### src/rtl/ball_motion_ctrl.sv
// ball_motion_ctrl: Pong ball position/velocity registers, advanced once per frame with wall bounces, paddle hits, serves and misses
// Ports: clk/reset (sync, active-high); frame_tick pulse per frame; srv_l/srv_r serve levels;
//   visible (low freezes everything); paddle_l_y/paddle_r_y paddle tops;
//   ball_x/ball_y ball top-left; ball_active draw enable; miss_l/miss_r held miss flags; hit contact pulse.
module ball_motion_ctrl #(
  parameter int H_RES       = 640,
  parameter int V_RES       = 480,
  parameter int BALL_SIZE   = 8,
  parameter int PADDLE_H    = 64,
  parameter int PADDLE_W    = 8,
  parameter int PADDLE_L_X  = 16,
  parameter int PADDLE_R_X  = 616,
  parameter int SPEED_X     = 4,
  parameter int SPEED_Y     = 2,
  parameter int MAX_SPEED_X = 8
) (
  input  logic       clk,
  input  logic       reset,
  input  logic       frame_tick,
  input  logic       srv_l,
  input  logic       srv_r,
  input  logic       visible,
  input  logic [9:0] paddle_l_y,
  input  logic [9:0] paddle_r_y,
  output logic [9:0] ball_x,
  output logic [9:0] ball_y,
  output logic       ball_active,
  output logic       miss_l,
  output logic       miss_r,
  output logic       hit
);
  typedef enum logic [1:0] {IDLE, MOVE, MISS} st_t;
  localparam logic signed [10:0] L_FACE = 11'(PADDLE_L_X + PADDLE_W);
  localparam logic signed [10:0] R_FACE = 11'(PADDLE_R_X - BALL_SIZE);
  localparam logic signed [10:0] X_MAX  = 11'(H_RES - BALL_SIZE);
  localparam logic signed [10:0] Y_MAX  = 11'(V_RES - BALL_SIZE);
  localparam logic signed [10:0] SY     = 11'(SPEED_Y);
  localparam logic [9:0] X_RST   = 10'((H_RES - BALL_SIZE) / 2);
  localparam logic [9:0] Y_RST   = 10'((V_RES - BALL_SIZE) / 2);
  localparam logic [9:0] SRV_OFS = 10'((PADDLE_H - BALL_SIZE) / 2);
  localparam logic [3:0] SPD0    = 4'(SPEED_X);
  localparam logic [3:0] SPD_MAX = 4'(MAX_SPEED_X);
  st_t        st_q, st_d;
  logic [9:0] bx_q, bx_d, by_q, by_d;
  logic       vx_neg_q, vx_neg_d, vy_neg_q, vy_neg_d;
  logic [3:0] speed_q, speed_d;
  logic [1:0] hit_cnt_q, hit_cnt_d;
  logic       miss_l_q, miss_l_d, miss_r_q, miss_r_d, hit_q, hit_d;
  logic signed [10:0] bxs, bys, nx, ny;
  logic       ovl_l, ovl_r, hit_l, hit_r;
  always_comb begin
    bxs   = $signed({1'b0, bx_q});
    bys   = $signed({1'b0, by_q});
    nx    = vx_neg_q ? bxs - $signed({7'd0, speed_q}) : bxs + $signed({7'd0, speed_q});
    ny    = vy_neg_q ? bys - SY : bys + SY;
    // overlap is judged on the pre-move y, strict on both sides
    ovl_l = ({1'b0, by_q} + 11'(BALL_SIZE) > {1'b0, paddle_l_y}) && ({1'b0, by_q} < {1'b0, paddle_l_y} + 11'(PADDLE_H));
    ovl_r = ({1'b0, by_q} + 11'(BALL_SIZE) > {1'b0, paddle_r_y}) && ({1'b0, by_q} < {1'b0, paddle_r_y} + 11'(PADDLE_H));
    // requiring the ball to start on the court side of the face stops hits from behind
    hit_l = vx_neg_q && bxs >= L_FACE && nx <= L_FACE && ovl_l;
    hit_r = !vx_neg_q && bxs <= R_FACE && nx >= R_FACE && ovl_r;
    st_d      = st_q;
    bx_d      = bx_q;
    by_d      = by_q;
    vx_neg_d  = vx_neg_q;
    vy_neg_d  = vy_neg_q;
    speed_d   = speed_q;
    hit_cnt_d = hit_cnt_q;
    miss_l_d  = miss_l_q;
    miss_r_d  = miss_r_q;
    hit_d     = 1'b0;
    if (visible && st_q != MOVE && (srv_l || srv_r)) begin
      st_d      = MOVE;
      bx_d      = srv_l ? L_FACE[9:0] : R_FACE[9:0];
      by_d      = (srv_l ? paddle_l_y : paddle_r_y) + SRV_OFS;
      vx_neg_d  = !srv_l;
      vy_neg_d  = !srv_l;
      speed_d   = SPD0;
      hit_cnt_d = 2'd0;
      miss_l_d  = 1'b0;
      miss_r_d  = 1'b0;
    end else if (visible && st_q == MOVE && frame_tick) begin
      by_d     = ny <= 11'sd0 ? 10'd0 : ny >= Y_MAX ? Y_MAX[9:0] : ny[9:0];
      vy_neg_d = ny <= 11'sd0 ? 1'b0 : ny >= Y_MAX ? 1'b1 : vy_neg_q;
      bx_d     = hit_l ? L_FACE[9:0] : hit_r ? R_FACE[9:0] : nx <= 11'sd0 ? 10'd0 : nx >= X_MAX ? X_MAX[9:0] : nx[9:0];
      vx_neg_d = hit_l ? 1'b0 : hit_r ? 1'b1 : vx_neg_q;
      hit_d    = hit_l || hit_r;
      miss_l_d = !hit_d && nx <= 11'sd0;
      miss_r_d = !hit_d && !miss_l_d && nx >= X_MAX;
      st_d     = (miss_l_d || miss_r_d) ? MISS : MOVE;
      hit_cnt_d = hit_d ? hit_cnt_q + 2'd1 : hit_cnt_q;
      speed_d   = (hit_d && hit_cnt_q == 2'd3) ? (speed_q < SPD_MAX ? speed_q + 4'd1 : SPD_MAX) : speed_q;
    end
  end
  always_ff @(posedge clk) begin
    if (reset) begin
      st_q      <= IDLE;
      bx_q      <= X_RST;
      by_q      <= Y_RST;
      vx_neg_q  <= 1'b0;
      vy_neg_q  <= 1'b0;
      speed_q   <= SPD0;
      hit_cnt_q <= 2'd0;
      miss_l_q  <= 1'b0;
      miss_r_q  <= 1'b0;
      hit_q     <= 1'b0;
    end else begin
      st_q      <= st_d;
      bx_q      <= bx_d;
      by_q      <= by_d;
      vx_neg_q  <= vx_neg_d;
      vy_neg_q  <= vy_neg_d;
      speed_q   <= speed_d;
      hit_cnt_q <= hit_cnt_d;
      miss_l_q  <= miss_l_d;
      miss_r_q  <= miss_r_d;
      hit_q     <= hit_d;
    end
  end
  assign ball_x      = bx_q;
  assign ball_y      = by_q;
  assign ball_active = st_q == MOVE && visible;
  assign miss_l      = miss_l_q;
  assign miss_r      = miss_r_q;
  assign hit         = hit_q;
endmodule

### config.mk
export PLATFORM = sky130hd
export DESIGN_NAME = ball_motion_ctrl
export DESIGN_NICKNAME = d
export VERILOG_FILES = /design/src/rtl/ball_motion_ctrl.sv
export SDC_FILE = /design/constraint.sdc
export NUM_CORES = 1
export LEC_CHECK = 0
export BUFFER_PORTS_ARGS = -buffer_cell sky130_fd_sc_hd__buf_2
export CORE_MARGIN = 1.5
export CORE_UTILIZATION = 50
export CTS_BUF_LIST = sky130_fd_sc_hd__clkbuf_4
export DETAILED_ROUTE_END_ITERATION = 7
export PLACE_DENSITY = 0.73
export SKIP_CTS_REPAIR_TIMING = 1
export SLEW_MARGIN = 20
export SYNTH_ARGS = -nofsm -noshare
export SYNTH_HDL_FRONTEND = slang
export SYNTH_SLANG_ARGS = --single-unit
### constraint.sdc
create_clock -name clk -period 7.02 [get_ports clk]
set_input_delay 1.053 -clock clk [delete_from_list [all_inputs] [get_ports clk]]
set_output_delay 1.053 -clock clk [all_outputs]
set_load 0.03 [all_outputs]
==> Word-level counts from Yosys, hierarchy flattened <==
Cells that the tools add are included.
{ "op_classes": {"n_addsub": 10, "n_lt_le_gt_ge": 13, "n_eq_ne": 3, "n_mux": 26, "n_bitwise": 1, "n_reduce_logical": 32} }
{ "op_table": {"columns": ["op", "count"], "rows": [
  ["10-bit two-way mux", 12],
  ["10-bit by 7-bit adder with 11-bit output (second input constant)", 2],
  ["11-bit >= comparator (second input constant)", 2],
  ["11-bit by 10-bit greater-than comparator with 1-bit output", 2],
  ["11-bit by 1-bit less-or-equal comparator with 1-bit output (second input constant)", 2],
  ["10-bit by 11-bit less-than comparator with 1-bit output", 2],
  ["11-bit two-way mux", 2],
  ["1-bit logical AND", 16],
  ["10-bit by 2-bit adder with 11-bit output (second input constant)", 1],
  ["10-bit by 4-bit adder with 11-bit output", 1],
  ["10-bit by 4-bit adder with 11-bit output (second input constant)", 1],
  ["11-bit by 10-bit >= comparator with 1-bit output (second input constant)", 1],
  ["11-bit by 6-bit less-or-equal comparator with 1-bit output (second input constant)", 1],
  ["10-bit by 2-bit subtractor with 11-bit output (second input constant)", 1],
  ["10-bit by 4-bit subtractor with 11-bit output", 1],
  ["10-bit by 5-bit adder with 10-bit output (second input constant)", 1],
  ["10-bit by 5-bit >= comparator with 1-bit output (second input constant)", 1],
  ["10-bit less-or-equal comparator (second input constant)", 1],
  ["1-bit two-way mux", 10],
  ["2-bit AND reduction", 4],
  ["3-bit nonzero test", 2],
  ["4-bit by 1-bit adder with 4-bit output (second input constant)", 1],
  ["1-bit logical NOT", 4],
  ["4-bit less-than comparator (second input constant)", 1],
  ["11 further kinds", 13]
]} }
{ "totals": {"reg_bits": 33, "inputBits": 26, "out_inout_bits": 24, "elab_cells": 96} }

==> Logic depth before layout (Yosys ltp) <==
Gate-level depths: netlist of run 1.
{ "logic_depth": {"word_depth": 15, "mapped_depth": 14, "depth_no_buf": 13} }

==> Worst setup path before layout of run 1 <==
No wires, ideal clock.
{ "synth_timing": {"path_type": "reg2reg", "from": "reg speed_q[0]", "to": "reg speed_q[2]", "setup_ns": 0.122, "arrival_ns": 3.292, "slack_ns": 3.606, "stages_incl_launch_ff": 14, "n_path_buf": 0, "cell_sequence": "dfxtp_1 inv_1 ha_1 a21oi_1 inv_1 ha_1 and2_4 a221o_1 or3_4 nand2_2 nand4b_2 o31a_4 o31a_1 a311o_1"} }
{ "synth_via": {"elab_chain_cells": 8} }
{ "synth_lines": {"columns": ["element", "line_no", "text"], "rows": [
  ["from (decl)", "46", "logic [3:0] speed_q, speed_d;"],
  ["from (signal assigned)", "113", "speed_q <= speed_d;"],
  ["10-bit by 4-bit adder with 11-bit output / 10-bit by 4-bit subtractor with 11-bit output (equally long branches)", "54", "nx = vx_neg_q ? bxs - $signed({7'd0, speed_q}) : bxs + $signed({7'd0, speed_q});"],
  ["11-bit two-way mux", "54", null],
  ["11-bit by 6-bit less-or-equal comparator with 1-bit output / 11-bit >= comparator (equally long branches)", "60, 61", null],
  ["1-bit logical AND (on tied branches) (2 in a row)", "60, 61", null],
  ["1-bit logical OR", "87", "hit_d = hit_l || hit_r;"],
  ["1-bit logical AND", "92", "speed_d = (hit_d && hit_cnt_q == 2'd3) ? (speed_q < SPD_MAX ? speed_q + 4'd1 : SPD_MAX) : speed_q;"],
  ["2-bit AND reduction (no line)", null, null]
]} }
Parallel ways exist; a longest one is shown, timed or not.
A chain may end at the register's enable or synchronous reset.

==> Final worst setup path of run 1 <==
{ "layout_timing": {"from": "reg speed_q[0]", "to": "reg hit_cnt_q[0]"} }
{ "layout_via": {"elab_chain_cells": 7} }
{ "layout_lines": {"columns": ["element", "line_no", "text"], "rows": [
  ["10-bit by 4-bit adder with 11-bit output / 10-bit by 4-bit subtractor with 11-bit output (equally long branches)", "54", null],
  ["11-bit two-way mux (*)", "54", null],
  ["11-bit by 6-bit less-or-equal comparator with 1-bit output / 11-bit >= comparator (equally long branches)", "60, 61", null],
  ["1-bit logical AND (on tied branches) (2 in a row)", "60, 61", null],
  ["1-bit logical OR (*)", "87", null],
  ["2-bit AND reduction (no line) (*)", null, null],
  ["to (signal assigned)", "114", "hit_cnt_q <= hit_cnt_d;"],
  ["to (decl)", "47", "logic [1:0] hit_cnt_q, hit_cnt_d;"]
]} }
Every way passes the cells marked *; elsewhere a longest branch is shown, timed or not.

==> implementation parameters, run 1 <==
Parameter                              Value

Run status
  Result of the run    complete, no violations

Global route
  Peak-usage layer in the global routing report    met2
  Grt met2 use    42.6%
  Global route overflow    0
  Antenna violations before repair    0
  GR Util met3    3.98%
  Number of global-route vias before repair    3761
  Pin count of the biggest net entering global routing    28
  Global-route wire length before repair    18000 um
  Global-route usage over all layers    26.2%
  Met1 track utilization from global routing    35.9%

Power and ir drop
  Power density cells    ~230 nW/um^2
  Total power after layout    about 1 mW
  Leakage Power    2.04 nW
  Peak supply drop    between 0.00015 and 0.0002 V

Synth
  Most area-consuming cells after synthesis    sky130_fd_sc_hd__ha_1, sky130_fd_sc_hd__dfxtp_1, sky130_fd_sc_hd__inv_1
  Number of enable flip-flop cells after synthesis    0
  Ys async rst share    0%
  Most area-hungry cell type in the Yosys netlist    sky130_fd_sc_hd__ha_1
  Area of the mapped netlist    3980 sq um
  Synthesized net count    582
  Post-Synthesis Cells    494
  Sequential element share of the synthesized area    16.6%
  Mean Syn Cell Area    between 8 and 9 sq um
  Synth top area share    18.8%
  Register bit count reported by yosys    33
  Number of warning messages in the yosys log    0
  Yosys cell types    72
  Prevailing post-synth register cell    sky130_fd_sc_hd__dfxtp_1

Timing
  Highest clock frequency the design can meet    0.256 GHz
  Worst relative slew slack    about two fifths
  Hold Vio Cnt, Final    0
  Final worst setup slack    3.12 ns
  Setup TNS    0 ns
  Final setup violation count    0
  Final Max Tran Viols    0
  Skew final    0.0154 ns
  Post-route clock period utilization    55.6%
  Post-layout min period    3.90 ns
  Actual slew at the worst max-slew pin    between 0.8 and 0.9 ns
  Unrepaired setup endpoints after global routing    no

Clock network
  Post-CTS clock slew at the launch and capture registers of the worst setup and hold paths    0.11 ns
  Number of CTS-inserted buffers    5
  TritonCTS clock tree    built
  CTS Root Cell    sky130_fd_sc_hd__clkbuf_4
  Number of clock sinks    33
  H-tree depth reported by CTS    2
  Clock tree buffer depth    2
  Clock latency reported for the late side of the worst-skew pair    0.34 ns

Placement
  Setup slack after placement    roughly 3.2 ns
  Placed cells    633
  Post-placement cell area    4320 sq um
  Count of input and output buffers    49
  Routability Congestion    0.974
  DP Wirelength    8570 um

Critical path
  Cell breakdown of the critical path    inv_1, ha_1, mux2_2, fa_1, nor2b_1, o211ai_1, a21oi_1, o221ai_1, xnor2_1, nand3_2, o22ai_1, mux2i_1
  Startpoint Class    flip-flop
  Crit end category    flip-flop
  Worst endpoint data arrival time    4.18 ns
  Cell at the slowest stage of the critical path    sky130_fd_sc_hd__xnor2_1
  Kind of critical path    reg -> reg
  CP required    7.29 ns
  Critical Path Fanout Max    8
  Delay of the slowest cell on the worst path    0.56 ns

Floorplan
  Initial standard-cell utilization of the core    51.6%
  Die area    8510 sq um
  Placement row count    32
  Standard cell core area    7730 sq um
  Die span in y    92.3 um
  Floorplan die width    92.3 um
  Number of top-level pins    50

Detailed routing
  Routed WL per cell    around 17 um
  Via-to-Cell Ratio    roughly 6
  DRC violations left    0
  Detailed-route via count    3908
  Routed wire length    10800 um
  Detailed router's first-iteration violation count    264
  Remaining antenna violation count    0
  Iteration count of the initial detailed-routing pass    5

Job
  Count of max-cap constraint violations    0

Cells and area
  Total number of nets in the final design    626
  Area growth from synthesis to layout    10.3%
  Post-route design area    4390 sq um
  Fraction of final layout cells sized beyond drive strength 1    15.2%
  Number of diodes added for antenna fixing    0
  Final Instance Count excl. Fillers    between 600 and 700

Min path
  Class of the tightest hold or removal check    reg -> reg
path summary, 6_finish.rpt:
check / end / slack [ns] / cells past startpoint / startpoint
hold reg to reg: hit_cnt_q[1] / 0.47 / 2 / hit_cnt_q[1]
hold / removal: hit_cnt_q[1] / 0.47 / 2 / hit_cnt_q[1]
setup / recovery: hit_cnt_q[0] / 3.12 / 12 / speed_q[0]
setup reg to reg: hit_cnt_q[0] / 3.12 / 12 / speed_q[0]
metal layers:
metal / wire, um / up-vias
met1: 5190 / 1811
met5: 0 / -
met2: 4860 / 132
met3: 630 / 11
met4: 136 / 0
li1: - / 1954
cell type report:
type                    count  area [sq um]
inverters                  37           139
clock inverters             2          33.8
repair buffers             50           253
clock buffers               6          45.0
flip-flops and latches     33           661
fillers                   733          3330
multi-input cells         411          3140
well taps                 102           128
cells in the final DEF, fill, tap and decap left out, types with 6 or more instances in the layout:
cell type	n
sky130_fd_sc_hd__a211oi_1	12
sky130_fd_sc_hd__a21o_1	15
sky130_fd_sc_hd__a21oi_1	26
sky130_fd_sc_hd__buf_2	49
sky130_fd_sc_hd__clkbuf_4	6
sky130_fd_sc_hd__dfxtp_1	33
sky130_fd_sc_hd__ha_1	60
sky130_fd_sc_hd__inv_1	37
sky130_fd_sc_hd__mux2i_1	12
sky130_fd_sc_hd__nand2_1	27
sky130_fd_sc_hd__nand3_1	21
sky130_fd_sc_hd__nor2_1	37
sky130_fd_sc_hd__nor2b_1	6
sky130_fd_sc_hd__nor3_1	10
sky130_fd_sc_hd__o2111ai_1	6
sky130_fd_sc_hd__o21a_1	12
sky130_fd_sc_hd__o21ai_0	25
sky130_fd_sc_hd__o31ai_1	6
sky130_fd_sc_hd__or2_2	6
sky130_fd_sc_hd__or3_1	10
sky130_fd_sc_hd__xnor2_1	14
sky130_fd_sc_hd__xor2_1	10
critical path, delay by kind of cell, from the launching register on:
kind | cells | cell delay (ns)
simple gates | 2 | 0.53
xor+xnor | 1 | 0.56
buf+inv | 1 | 0.12
mux | 2 | 0.53
compound gates | 4 | 0.92
flops | 1 | 0.42
fa+ha+maj | 2 | 0.76
cells in the mapped netlist (all sizes together), types with 2 or more instances:
| library cell | n |
|---|---|
| a311o | 2 |
| ha | 60 |
| a22oi | 2 |
| a21boi | 2 |
| xnor2 | 14 |
| nand4 | 5 |
| mux2 | 2 |
| a22o | 3 |
| o211a | 2 |
| o22ai | 4 |
| o21a | 12 |
| o31ai | 6 |
| o21bai | 3 |
| o21ai | 28 |
| nand3 | 22 |
| nor3 | 10 |
| nor2b | 6 |
| nand2b | 4 |
| clkbuf | 12 |
| a21o | 15 |
| inv | 37 |
| o31a | 5 |
| a21oi | 26 |
| nor2 | 37 |
| xor2 | 10 |
| o311a | 2 |
| and3 | 3 |
| a31o | 3 |
| nor4 | 2 |
| o2111ai | 7 |
| a211o | 4 |
| fa | 2 |
| nand3b | 4 |
| or3 | 11 |
| and2 | 6 |
| mux2i | 12 |
| a2111oi | 4 |
| or2 | 6 |
| dfxtp | 33 |
| o41ai | 3 |
| a221oi | 5 |
| nand2 | 28 |
| a211oi | 12 |
| nor3b | 2 |
stage by stage:
| stage | utilization, % | hold slack, ns |
|---|---|---|
| floorplan | - | 0.438 |
| finish | 56.9 | 0.469 |
| CTS | 56.9 | 0.474 |
| global placement | 55.8 | 0.449 |
| detailed placement | 55.8 | 0.461 |
| global route | 56.9 | 0.508 |
cells by family (layout without fill, tap and decap cells):
kind of cell,count (synthesis),after routing,synth area share (%)
AND/OR/NAND/NOR,150,150,19.7
AO/OA/AOI/OAI,161,161,30.3
XOR/XNOR,24,24,5.28
flip-flops,33,33,16.6
multiplexers,14,14,3.58
buffers and inverters,50,95,4.71
adder cells (fa/ha/maj),62,62,19.8
state kept, by name, summed over array words and instances (netlist names):
name       count
hit            1
vy_neg_q       1
ball_y        10
miss_r         1
vx_neg_q       1
miss_l         1
speed_q        4
hit_cnt_q      2
st_q           2
ball_x        10
power by group:
part           internal, mW  switching, mW
Clock                0.0780         0.0660
Combinational         0.250          0.373
Sequential            0.204         0.0412
Power figures use the tool's default switching activity.
==> inputs of run 2 (changes only) <==
==> constraint.sdc (replaced) <==
create_clock -name clk -period 3.9 [get_ports clk]
set_input_delay 0.585 -clock clk [delete_from_list [all_inputs] [get_ports clk]]
set_output_delay 0.585 -clock clk [all_outputs]
set_load 0.03 [all_outputs]
==> run 2 against run 1 <==
  * Sequential power grew 73%
  * Register-to-register slack lost 3.0 ns
  * Clock power grew 26%
  * Clock skew shrank 0.0020 ns
  * Cell area grew 1.1%
  * Via count grew 1.5%
  * Global-route usage shrank 0.15 points
  * Wire length grew 0.67%
  * Fmax grew 4.1%
  * Non-clock buffer count grew 7
  * Critical path type unchanged
==> implementation parameters, run 2 (synthesized netlist as in run 1, its figures left out) <==
Parameter                              Value

Run status
  Result of the run    complete, no violations

Cells and area
  Layout filler cell count    733 (unchanged)
  Area of combinational cells with multiple inputs    3160 sq um (+0.64%)
  Most common library cell in the layout ignoring fill and taps    sky130_fd_sc_hd__ha_1
  Most frequent cells in the layout    sky130_fd_sc_hd__ha_1, sky130_fd_sc_hd__buf_2, sky130_fd_sc_hd__inv_1, sky130_fd_sc_hd__nor2_1, sky130_fd_sc_hd__dfxtp_1
  Sequential standard cell area    663 sq um (+0.38%)
  Area growth from synthesis to layout    11.5%
  Fraction of final layout cells sized beyond drive strength 1    17.2% (+2.0 points)
  Total number of nets in the final design    633 (+1.1%)
  Number of diodes added for antenna fixing    0 (unchanged)
  Final Instance Count excl. Fillers    648 (+1.1%)

Timing
  Hold Vio Cnt, Final    0 (unchanged)
  Post-route clock period utilization    96.2% (+41 points)
  Final setup violation count    0 (unchanged)
  Post-layout min period    3.75 ns (-0.153 ns)
  Setup TNS    0 ns (unchanged)
  Highest clock frequency the design can meet    0.267 GHz (+4.1%)
  Post-route worst hold slack    0.470 ns (+0.000965 ns)
  Actual slew at the worst max-slew pin    0.712 ns (-0.155 ns)
  Unrepaired setup endpoints after global routing    no
  Final worst setup slack    0.148 ns (-2.97 ns)
  Final Max Tran Viols    0 (unchanged)
  Skew final    0.0134 ns (-0.00204 ns)
  Worst relative slew slack    52.0% (+10 points)

Global route
  Global route overflow    0 (unchanged)
  Pin count of the biggest net entering global routing    28 (unchanged)
  Global-route usage over all layers    26.0% (-0.15 points)
  Global-route wire length before repair    17900 um (-0.77%)
  Antenna violations before repair    0 (unchanged)
  Number of global-route vias before repair    3683 (-2.1%)

Min path
  Source of the worst hold timing path    hit_cnt_q[1]
  Class of the tightest hold or removal check    reg -> reg

Floorplan
  Die span in y    92.3 um (unchanged)
  Placement row count    32 (unchanged)
  Initial standard-cell utilization of the core    51.6% (unchanged)
  Number of top-level pins    50 (unchanged)
  Die area    8510 sq um (unchanged)
  Standard cell core area    7730 sq um (unchanged)
  Floorplan die width    92.3 um (unchanged)

Detailed routing
  DRC violations left    0 (unchanged)
  Remaining antenna violation count    0 (unchanged)
  Iteration count of the initial detailed-routing pass    4 (-1)
  Detailed router's first-iteration violation count    134 (-49%)
  Detailed-route via count    3966 (+1.5%)
  Via-to-Cell Ratio    6.12 (+0.39%)
  Routed WL per cell    16.8 um (-0.42%)
  Routed wire length    10900 um (+0.67%)

Clock network
  Clock tree buffer depth    2 (unchanged)
  CTS Root Cell    sky130_fd_sc_hd__clkbuf_4
  Number of clock sinks    33 (unchanged)
  Post-CTS clock slew at the launch and capture registers of the worst setup and hold paths    0.11 ns (about the same)
  TritonCTS clock tree    built
  Clock latency reported for the late side of the worst-skew pair    0.34 ns (about the same)
  Number of CTS-inserted buffers    5 (unchanged)
  H-tree depth reported by CTS    2 (unchanged)

Critical path
  Reg-to-reg startpoint    speed_q[0]
  Cell breakdown of the critical path    inv_1, ha_1, a21oi_2, inv_1, ha_1, and2_4, a221o_1, o21ai_1, o2111ai_2, nand4b_2, o31a_4, o31a_1, a311o_1
  Startpoint Class    flip-flop
  Crit path from    speed_q[0]
  Worst endpoint data arrival time    3.98 ns (-0.20 ns)
  Critical Path Fanout Max    8 (unchanged)
  Cell at the slowest stage of the critical path    sky130_fd_sc_hd__o31a_4
  CP required    4.12 ns (-3.17 ns)
  Delay of the slowest cell on the worst path    0.41 ns (-0.15 ns)
  Kind of critical path    reg -> reg
  Crit end category    flip-flop

Placement
  Setup slack after placement    0.129 ns (-3.08 ns)
  Count of input and output buffers    49 (unchanged)
  DP Wirelength    8830 um (+3.0%)
  Placed cells    640 (+1.1%)
  Routability Congestion    0.980 (+0.66%)

Power and ir drop
  Leakage Power    2.07 nW (+1.4%)
  Power density cells    396 nW/um^2 (+72%)
  Total power after layout    1.76 mW (+74%)
  Peak supply drop    0.000387 V (+110%)

Job
  Count of max-cap constraint violations    0 (unchanged)
## run 2: cell count changes in the layout (fill, tap and decap cells not counted), sizes merged
cell,previous run,this run
bufinv,1,0
clkinv,1,3
buf,50,57
clkbuf,6,5
## run 2: final cells by class
cell class | count | area share, %
Clock buffer | 5 | 0.845
Clock inverter | 3 | 0.282
Sequential cell | 33 | 14.9
Inverter | 37 | 3.13
Multi-Input combinational cell | 411 | 71.1
Timing Repair Buffer | 57 | 6.88
Tap cell | 102 | 2.87
## run 2: final timing paths
check,endpoint,slack (ns),depth (start not counted)
worst max register to register,speed_q[2],0.15,13
worst min-delay path,hit_cnt_q[1],0.47,2
worst min register to register,hit_cnt_q[1],0.47,2
worst max-delay path,speed_q[2],0.15,13
## run 2: worst max-delay path: cells and delay by family (launching register included)
family          cells  cell delay (ns)
buf+inv             2             0.21
fa+ha+maj           2             0.61
flops               1             0.38
simple gates        2             0.47
compound gates      7             1.93
## run 2: power by group
part,internal [mW],switching [mW]
Clock,0.0651,0.117
Sequential,0.368,0.0578
Combinational,0.465,0.687
## run 2: through the flow
| stage | area, sq um | util [%] |
|---|---|---|
| final | 4440 | 57.5 |
| after global routing | 4440 | 57.5 |
| after CTS | 4420 | 57.2 |
| after detailed placement | 4370 | 56.5 |
| after global placement | 4370 | 56.5 |
| after floorplan | 3980 | - |
## run 2: per-layer routing
metal	wire [um]	track usage, %
met1	5260	37.1
met2	4860	40.9
met3	605	3.40
met4	153	7.18
met5	0	0
